==> src/rtl/alu_share_arb_if.sv <==
// Handshake and ALU-side bundle for alu_share_arb. Lock inputs exist only when
// ALU_ARB_LOCK_EN is defined.
interface alu_share_arb_if #(
    parameter int DW  = 32,
    parameter int OPW = 5
);
    // valid/ready: a transfer happens on a rising edge where both are high;
    // valid must not depend on ready, and payload is only meaningful with valid.
    logic           req0_valid;
    logic           req0_ready;
    logic [OPW-1:0] req0_op;
    logic [DW-1:0]  req0_a;
    logic [DW-1:0]  req0_b;
    logic           rsp0_valid;
    logic           rsp0_ready;
    logic [DW-1:0]  rsp0_res;
    logic [3:0]     rsp0_flags;

    logic           req1_valid;
    logic           req1_ready;
    logic [OPW-1:0] req1_op;
    logic [DW-1:0]  req1_a;
    logic [DW-1:0]  req1_b;
    logic           rsp1_valid;
    logic           rsp1_ready;
    logic [DW-1:0]  rsp1_res;
    logic [3:0]     rsp1_flags;

    logic [OPW-1:0] alu_op;
    logic [DW-1:0]  alu_a;
    logic [DW-1:0]  alu_b;
    logic [DW-1:0]  alu_res;
    logic           alu_o;
    logic           alu_s;
    logic           alu_c;

`ifdef ALU_ARB_LOCK_EN
    logic           req0_lock;
    logic           req1_lock;

    modport master (
        output req0_valid, req0_op, req0_a, req0_b, rsp0_ready, req0_lock,
        output req1_valid, req1_op, req1_a, req1_b, rsp1_ready, req1_lock,
        input  req0_ready, rsp0_valid, rsp0_res, rsp0_flags,
        input  req1_ready, rsp1_valid, rsp1_res, rsp1_flags,
        input  alu_op, alu_a, alu_b,
        output alu_res, alu_o, alu_s, alu_c
    );
    modport slave (
        input  req0_valid, req0_op, req0_a, req0_b, rsp0_ready, req0_lock,
        input  req1_valid, req1_op, req1_a, req1_b, rsp1_ready, req1_lock,
        output req0_ready, rsp0_valid, rsp0_res, rsp0_flags,
        output req1_ready, rsp1_valid, rsp1_res, rsp1_flags,
        output alu_op, alu_a, alu_b,
        input  alu_res, alu_o, alu_s, alu_c
    );
`else
    modport master (
        output req0_valid, req0_op, req0_a, req0_b, rsp0_ready,
        output req1_valid, req1_op, req1_a, req1_b, rsp1_ready,
        input  req0_ready, rsp0_valid, rsp0_res, rsp0_flags,
        input  req1_ready, rsp1_valid, rsp1_res, rsp1_flags,
        input  alu_op, alu_a, alu_b,
        output alu_res, alu_o, alu_s, alu_c
    );
    modport slave (
        input  req0_valid, req0_op, req0_a, req0_b, rsp0_ready,
        input  req1_valid, req1_op, req1_a, req1_b, rsp1_ready,
        output req0_ready, rsp0_valid, rsp0_res, rsp0_flags,
        output req1_ready, rsp1_valid, rsp1_res, rsp1_flags,
        output alu_op, alu_a, alu_b,
        input  alu_res, alu_o, alu_s, alu_c
    );
`endif
endinterface

==> src/rtl/alu_share_arb.sv <==
// Round-robin sharing of one combinational ALU between two requesters.
// Optional owner lock (sticky grant) is enabled by defining ALU_ARB_LOCK_EN.
module alu_share_arb #(
    parameter int DW  = 32,
    parameter int OPW = 5
) (
    input  logic             clk,
    input  logic             rst_n,
    alu_share_arb_if.slave   bus,
    output logic [1:0]       dbg_state
);
    typedef enum logic [1:0] {IDLE = 2'd0, EXEC = 2'd1, RESP = 2'd2} state_t;

    localparam logic [OPW-1:0] OP_ZERO = OPW'(5'b10000);

    state_t         state;
    logic           owner;
    logic           last;
    logic [DW-1:0]  res;
    logic [3:0]     flags;
    logic [1:0]     rsp_valid_q;
    logic [OPW-1:0] alu_op_q;
    logic [DW-1:0]  alu_a_q;
    logic [DW-1:0]  alu_b_q;

    logic consume, can_issue, v0, v1, grant0, grant1;

    // Grants depend only on valids, state, owner and last -- never on payload.
    always_comb begin
        consume   = (state == RESP) && (owner ? bus.rsp1_ready : bus.rsp0_ready);
        can_issue = (state == IDLE) || consume;
        v0        = bus.req0_valid;
        v1        = bus.req1_valid;
`ifdef ALU_ARB_LOCK_EN
        if (state == RESP) begin
            if (!owner && bus.req0_lock) v1 = 1'b0;
            if (owner && bus.req1_lock)  v0 = 1'b0;
        end
`endif
        grant0 = can_issue && v0 && (!v1 || last);
        grant1 = can_issue && v1 && (!v0 || !last);
    end

    always_ff @(posedge clk or negedge rst_n) begin
        if (!rst_n) begin
            state       <= IDLE;
            owner       <= 1'b0;
            last        <= 1'b1;
            res         <= '0;
            flags       <= '0;
            rsp_valid_q <= 2'b00;
            alu_op_q    <= OP_ZERO;
            alu_a_q     <= '0;
            alu_b_q     <= '0;
        end else begin
            case (state)
                EXEC: begin
                    res         <= bus.alu_res;
                    flags       <= {bus.alu_o, bus.alu_s, bus.alu_c, (bus.alu_res == '0)};
                    rsp_valid_q <= owner ? 2'b10 : 2'b01;
                    state       <= RESP;
                end
                IDLE, RESP: begin
                    if (consume) begin
                        rsp_valid_q <= 2'b00;
                        state       <= IDLE;
                    end
                    // A grant in the consume cycle overrides the drop to IDLE.
                    if (grant0 || grant1) begin
                        owner    <= grant1;
                        last     <= grant1;
                        alu_op_q <= grant1 ? bus.req1_op : bus.req0_op;
                        alu_a_q  <= grant1 ? bus.req1_a  : bus.req0_a;
                        alu_b_q  <= grant1 ? bus.req1_b  : bus.req0_b;
                        state    <= EXEC;
                    end
                end
                default: begin
                    rsp_valid_q <= 2'b00;
                    state       <= IDLE;
                end
            endcase
        end
    end

    assign bus.req0_ready = grant0;
    assign bus.req1_ready = grant1;
    assign bus.rsp0_valid = rsp_valid_q[0];
    assign bus.rsp1_valid = rsp_valid_q[1];
    assign bus.rsp0_res   = res;
    assign bus.rsp1_res   = res;
    assign bus.rsp0_flags = flags;
    assign bus.rsp1_flags = flags;
    assign bus.alu_op     = alu_op_q;
    assign bus.alu_a      = alu_a_q;
    assign bus.alu_b      = alu_b_q;
    assign dbg_state      = state;
endmodule

==> src/flat_wrapper.sv <==
// flat-port wrapper written by rule: the top's interface ports become plain ports
module alu_share_arb_flat 
#(
    parameter int DW  = 32,
    parameter int OPW = 5
)
  (clk, rst_n, dbg_state, bus_req0_valid, bus_req0_op, bus_req0_a, bus_req0_b, bus_rsp0_ready, bus_req1_valid, bus_req1_op, bus_req1_a, bus_req1_b, bus_rsp1_ready, bus_req0_ready, bus_rsp0_valid, bus_rsp0_res, bus_rsp0_flags, bus_req1_ready, bus_rsp1_valid, bus_rsp1_res, bus_rsp1_flags, bus_alu_op, bus_alu_a, bus_alu_b, bus_alu_res, bus_alu_o, bus_alu_s, bus_alu_c);
  alu_share_arb_if #(.DW(DW), .OPW(OPW)) bus_i ();
  input  logic clk;
  input  logic rst_n;
  output logic [1:0] dbg_state;
  input wire logic [$bits(bus_i.req0_valid)-1:0] bus_req0_valid;
  input wire logic [$bits(bus_i.req0_op)-1:0] bus_req0_op;
  input wire logic [$bits(bus_i.req0_a)-1:0] bus_req0_a;
  input wire logic [$bits(bus_i.req0_b)-1:0] bus_req0_b;
  input wire logic [$bits(bus_i.rsp0_ready)-1:0] bus_rsp0_ready;
  input wire logic [$bits(bus_i.req1_valid)-1:0] bus_req1_valid;
  input wire logic [$bits(bus_i.req1_op)-1:0] bus_req1_op;
  input wire logic [$bits(bus_i.req1_a)-1:0] bus_req1_a;
  input wire logic [$bits(bus_i.req1_b)-1:0] bus_req1_b;
  input wire logic [$bits(bus_i.rsp1_ready)-1:0] bus_rsp1_ready;
  output wire logic [$bits(bus_i.req0_ready)-1:0] bus_req0_ready;
  output wire logic [$bits(bus_i.rsp0_valid)-1:0] bus_rsp0_valid;
  output wire logic [$bits(bus_i.rsp0_res)-1:0] bus_rsp0_res;
  output wire logic [$bits(bus_i.rsp0_flags)-1:0] bus_rsp0_flags;
  output wire logic [$bits(bus_i.req1_ready)-1:0] bus_req1_ready;
  output wire logic [$bits(bus_i.rsp1_valid)-1:0] bus_rsp1_valid;
  output wire logic [$bits(bus_i.rsp1_res)-1:0] bus_rsp1_res;
  output wire logic [$bits(bus_i.rsp1_flags)-1:0] bus_rsp1_flags;
  output wire logic [$bits(bus_i.alu_op)-1:0] bus_alu_op;
  output wire logic [$bits(bus_i.alu_a)-1:0] bus_alu_a;
  output wire logic [$bits(bus_i.alu_b)-1:0] bus_alu_b;
  input wire logic [$bits(bus_i.alu_res)-1:0] bus_alu_res;
  input wire logic [$bits(bus_i.alu_o)-1:0] bus_alu_o;
  input wire logic [$bits(bus_i.alu_s)-1:0] bus_alu_s;
  input wire logic [$bits(bus_i.alu_c)-1:0] bus_alu_c;
  assign bus_i.req0_valid = bus_req0_valid;
  assign bus_i.req0_op = bus_req0_op;
  assign bus_i.req0_a = bus_req0_a;
  assign bus_i.req0_b = bus_req0_b;
  assign bus_i.rsp0_ready = bus_rsp0_ready;
  assign bus_i.req1_valid = bus_req1_valid;
  assign bus_i.req1_op = bus_req1_op;
  assign bus_i.req1_a = bus_req1_a;
  assign bus_i.req1_b = bus_req1_b;
  assign bus_i.rsp1_ready = bus_rsp1_ready;
  assign bus_req0_ready = bus_i.req0_ready;
  assign bus_rsp0_valid = bus_i.rsp0_valid;
  assign bus_rsp0_res = bus_i.rsp0_res;
  assign bus_rsp0_flags = bus_i.rsp0_flags;
  assign bus_req1_ready = bus_i.req1_ready;
  assign bus_rsp1_valid = bus_i.rsp1_valid;
  assign bus_rsp1_res = bus_i.rsp1_res;
  assign bus_rsp1_flags = bus_i.rsp1_flags;
  assign bus_alu_op = bus_i.alu_op;
  assign bus_alu_a = bus_i.alu_a;
  assign bus_alu_b = bus_i.alu_b;
  assign bus_i.alu_res = bus_alu_res;
  assign bus_i.alu_o = bus_alu_o;
  assign bus_i.alu_s = bus_alu_s;
  assign bus_i.alu_c = bus_alu_c;
  alu_share_arb #(.DW(DW), .OPW(OPW)) u_core (.clk(clk), .rst_n(rst_n), .bus(bus_i), .dbg_state(dbg_state));
endmodule
==> config.mk <==
export PLATFORM = sky130hd
export DESIGN_NAME = alu_share_arb_flat
export DESIGN_NICKNAME = d
export VERILOG_FILES = /design/src/rtl/alu_share_arb_if.sv /design/src/rtl/alu_share_arb.sv /design/src/flat_wrapper.sv
export SDC_FILE = /design/constraint.sdc
export NUM_CORES = 1
export LEC_CHECK = 0
export BUFFER_PORTS_ARGS = -buffer_cell sky130_fd_sc_hd__buf_4
export CORE_AREA = 2 2 127 129
export CTS_CLUSTER_SIZE = 40
export DETAILED_ROUTE_END_ITERATION = 10
export DIE_AREA = 0 0 129 131
export GPL_ROUTABILITY_DRIVEN = 0
export PLACE_DENSITY = 0.73
export SETUP_SLACK_MARGIN = 0.3
export SYNTH_ARGS = -nofsm -noshare
export SYNTH_HDL_FRONTEND = slang
export SYNTH_SLANG_ARGS = --single-unit
==> constraint.sdc <==
create_clock -name clk -period 4.78 [get_ports clk]
set_clock_uncertainty 0.1 [all_clocks]
set_input_delay 0.956 -clock clk [delete_from_list [all_inputs] [get_ports clk]]
set_output_delay 0.956 -clock clk [all_outputs]
set_load 0.01 [all_outputs]
==> impl_metrics.py <==
metrics = {
    "status": {
        "status": "complete, no violations",
    },
    "sta": {
        "fin_ws_ns": 1.779,
        "finalSetupViolCount": 0,
        "worst_slew_pin_slew_ns": 0.9830,
        "rsz0062_at_grt": "no",
        "slew_viol_final": 0,
        "fmax_ghz": 0.3333,
        "min_period_over_period": 0.6278,
        "setup-tns-final_ns": 0,
        "min_period_ns": 3.001,
        "slew_headroom": 0.3447,
        "hold_viol_final": 0,
    },
    "drt": {
        "dr.pass1.iters": 4,
        "drt_iter0_markers": 80,
        "drc": 0,
        "top_layer": "met4",
        "wl_per_cell_um": 15.34,
        "wl_met3_mm": 1.088,
        "wl_mm": 13.45,
        "met1_length_mm": 4.933,
        "routed-wl-met2_mm": 7.180,
        "vias_per_cell": 4.503,
        "vias": 3949,
        "ant_nets": 0,
    },
    "critical_path": {
        "r2r_slack_ns": 2.48,
        "max_stage_delay_ns": 0.46,
        "slowest_stage": "mux2i_1",
        "setup.worst_path.end_class": "primary output",
        "path_common_cell": "buf_4",
        "cp.required_ns": 3.72,
        "crit_buf_inv": 2,
        "crit_path_cell_trace": "buf_4, mux2i_1, a211oi_1, buf_4",
        "startpoint_type": "input pin",
        "crit_family": "multiplexers",
        "cp.arrival_ns": 1.94,
        "path_max_fanout": 4,
        "critical_path_class": "in -> out",
    },
    "die": {
        "initial_core_util": 0.3441,
        "core-area_mm2": 0.01560,
        "die_x_um": 129,
        "rows": 46,
        "die_h_um": 131,
        "dieArea_mm2": 0.01690,
        "ios": 326,
    },
    "place": {
        "place_hpwl_mm": 10.56,
        "port-buffer-count": 325,
        "dp_slack_ns": 1.803,
    },
    "global_routing": {
        "grt_pass1_wl_mm": 19.54,
        "grt_pass1_vias": 3934,
        "grt_usage": 0.1485,
        "grt_max_degree": 80,
        "grt-ovfl-total": 0,
        "antenna_found_initial": 0,
    },
    "clock_network": {
        "clock_insertion_delay_worst_skew_ns": 0.34,
        "cts.hold.buffers_added": 0,
        "cts_setup_buffers": 0,
        "h-tree-depth": 3,
        "cts_sinks": 111,
        "path_clk_slew_ns": 0.07,
        "cts_made_buffers": 9,
        "cts_tree": "built",
        "root_buffer": "clkbuf_16",
        "clock_path_buffers": 2,
        "ctsResizeCount": 0,
    },
    "synth": {
        "mappedNetlistArea_mm2": 0.005366,
        "yosysMostFrequentCell": "mux2_2",
        "synth.net_count": 552,
        "async_reset_ff_frac": 1.000,
        "synth.avg_cell_area_um2": 14.39,
        "synth_flop_cell": "dfrtp_1",
        "synth-seq-cells": 111,
        "yosysWarnings": 0,
        "synth_top_area_cell": "dfrtp_1",
        "seq_area_frac_synth": 0.5181,
        "synth_common_cells": "165 x mux2_2, 109 x dfrtp_1, 36 x buf_4",
        "yosysTopAreaCellShare": 0.5083,
        "synthTopCellsByArea": "dfrtp_1 51%, mux2_2 35%, buf_4 5.0%, buf_6 1.5%, mux2_1 1.3%",
        "synth_cell_types": 23,
        "synth-edff-count": 0,
        "syn-instance-count": 373,
    },
    "layout": {
        "antenna_cells": 0,
        "nNetsFinal": 835,
        "drive_gt1_frac": 0.7806,
        "syn_to_final_growth_pct": 48.80,
    },
    "run": {
        "cap_violations": 0,
    },
    "hold_path": {
        "hp-class": "reg -> reg",
    },
    "power": {
        "p_leak_nw": 3.783,
        "power.density_mw_per_mm2": 618.3,
        "ir_drop_mv": 0.3234,
    },
}
kinds of logic after synthesis:
group | count (synthesis) | synth area share
AND/OR/NAND/NOR | 14 | 0.01539
AO/OA/AOI/OAI | 11 | 0.01865
flip-flops | 111 | 0.5181
buffers and inverters | 61 | 0.07974
multiplexers | 176 | 0.3682
registers in the layout (all words and copies together) (netlist names):
name	flops
u_core.bus.alu_a	32
u_core.bus.alu_b	32
u_core.bus.rsp0_res	32
u_core.bus.alu_op	5
u_core.bus.rsp0_flags	4
u_core.dbg_state	2
u_core.rsp_valid_q	2
u_core.last	1
u_core.owner	1
cell type report:
| type | instances | area, um^2 |
|---|---|---|
| clock buffer | 10 | 239.0 |
| clock inverter | 6 | 43.79 |
| fill | 1367 | 7612 |
| inverter | 4 | 15.01 |
| multi-input combinational | 201 | 2167 |
| sequential | 111 | 2780 |
| tap | 216 | 270.3 |
| timing repair buffer | 329 | 2470 |
metrics by stage:
stage	hold slack, ns	instance area (um^2)	std cells	utilization	total power [mW]
final	0.3887	7985	877	0.5120	4.937
after global routing	0.4171	7985	877	0.5120	5.243
after CTS	0.3935	7985	877	0.5120	5.025
after detailed placement	0.3760	7702	861	0.4938	4.294
after global placement	0.3738	7702	861	0.4938	4.220
after floorplan	0.3589	5366	373	-	3.197
final timing paths:
kind / end / start / depth (start not counted)
max: bus_req1_ready / bus_rsp1_ready / 4
min: u_core.bus.alu_a[23]$_DFFE_PN0P_ / u_core.bus.alu_a[23]$_DFFE_PN0P_ / 1
max reg2reg: u_core.bus.alu_a[27]$_DFFE_PN0P_ / u_core.last$_DFFE_PN1P_ / 4
min reg2reg: u_core.bus.alu_a[23]$_DFFE_PN0P_ / u_core.bus.alu_a[23]$_DFFE_PN0P_ / 1
max in group asynchronous: u_core.bus.alu_b[8]$_DFFE_PN0P_ / rst_n / 2
min in group asynchronous: u_core.bus.alu_b[27]$_DFFE_PN0P_ / rst_n / 1
report_power, final:
group	internal, mW	total [mW]	switching [mW]
sequential	1.43	1.75	0.321
clock	0.371	0.715	0.344
combinational	1.47	2.47	1.00
placed cells by master, fill, tap and decap left out, types with 2 or more instances in the layout:
master,instances
nor4_1,8
o2bb2ai_1,2
a211oi_1,2
mux2_2,165
buf_4,329
nand4_1,2
inv_6,2
o21bai_1,2
clkbuf_16,9
dfrtp_1,109
mux2_1,6
clkinv_2,2
mux2i_1,5
inv_1,4
dfstp_2,2
routing by layer:
metal  vias to the layer above  track usage
li1                       1867            -
met1                      1871       0.1669
met2                       194       0.2745
met3                        17      0.03298
met4                         0      0.05818
met5                         -            0
No activity file was read; power rests on OpenSTA's default activity.
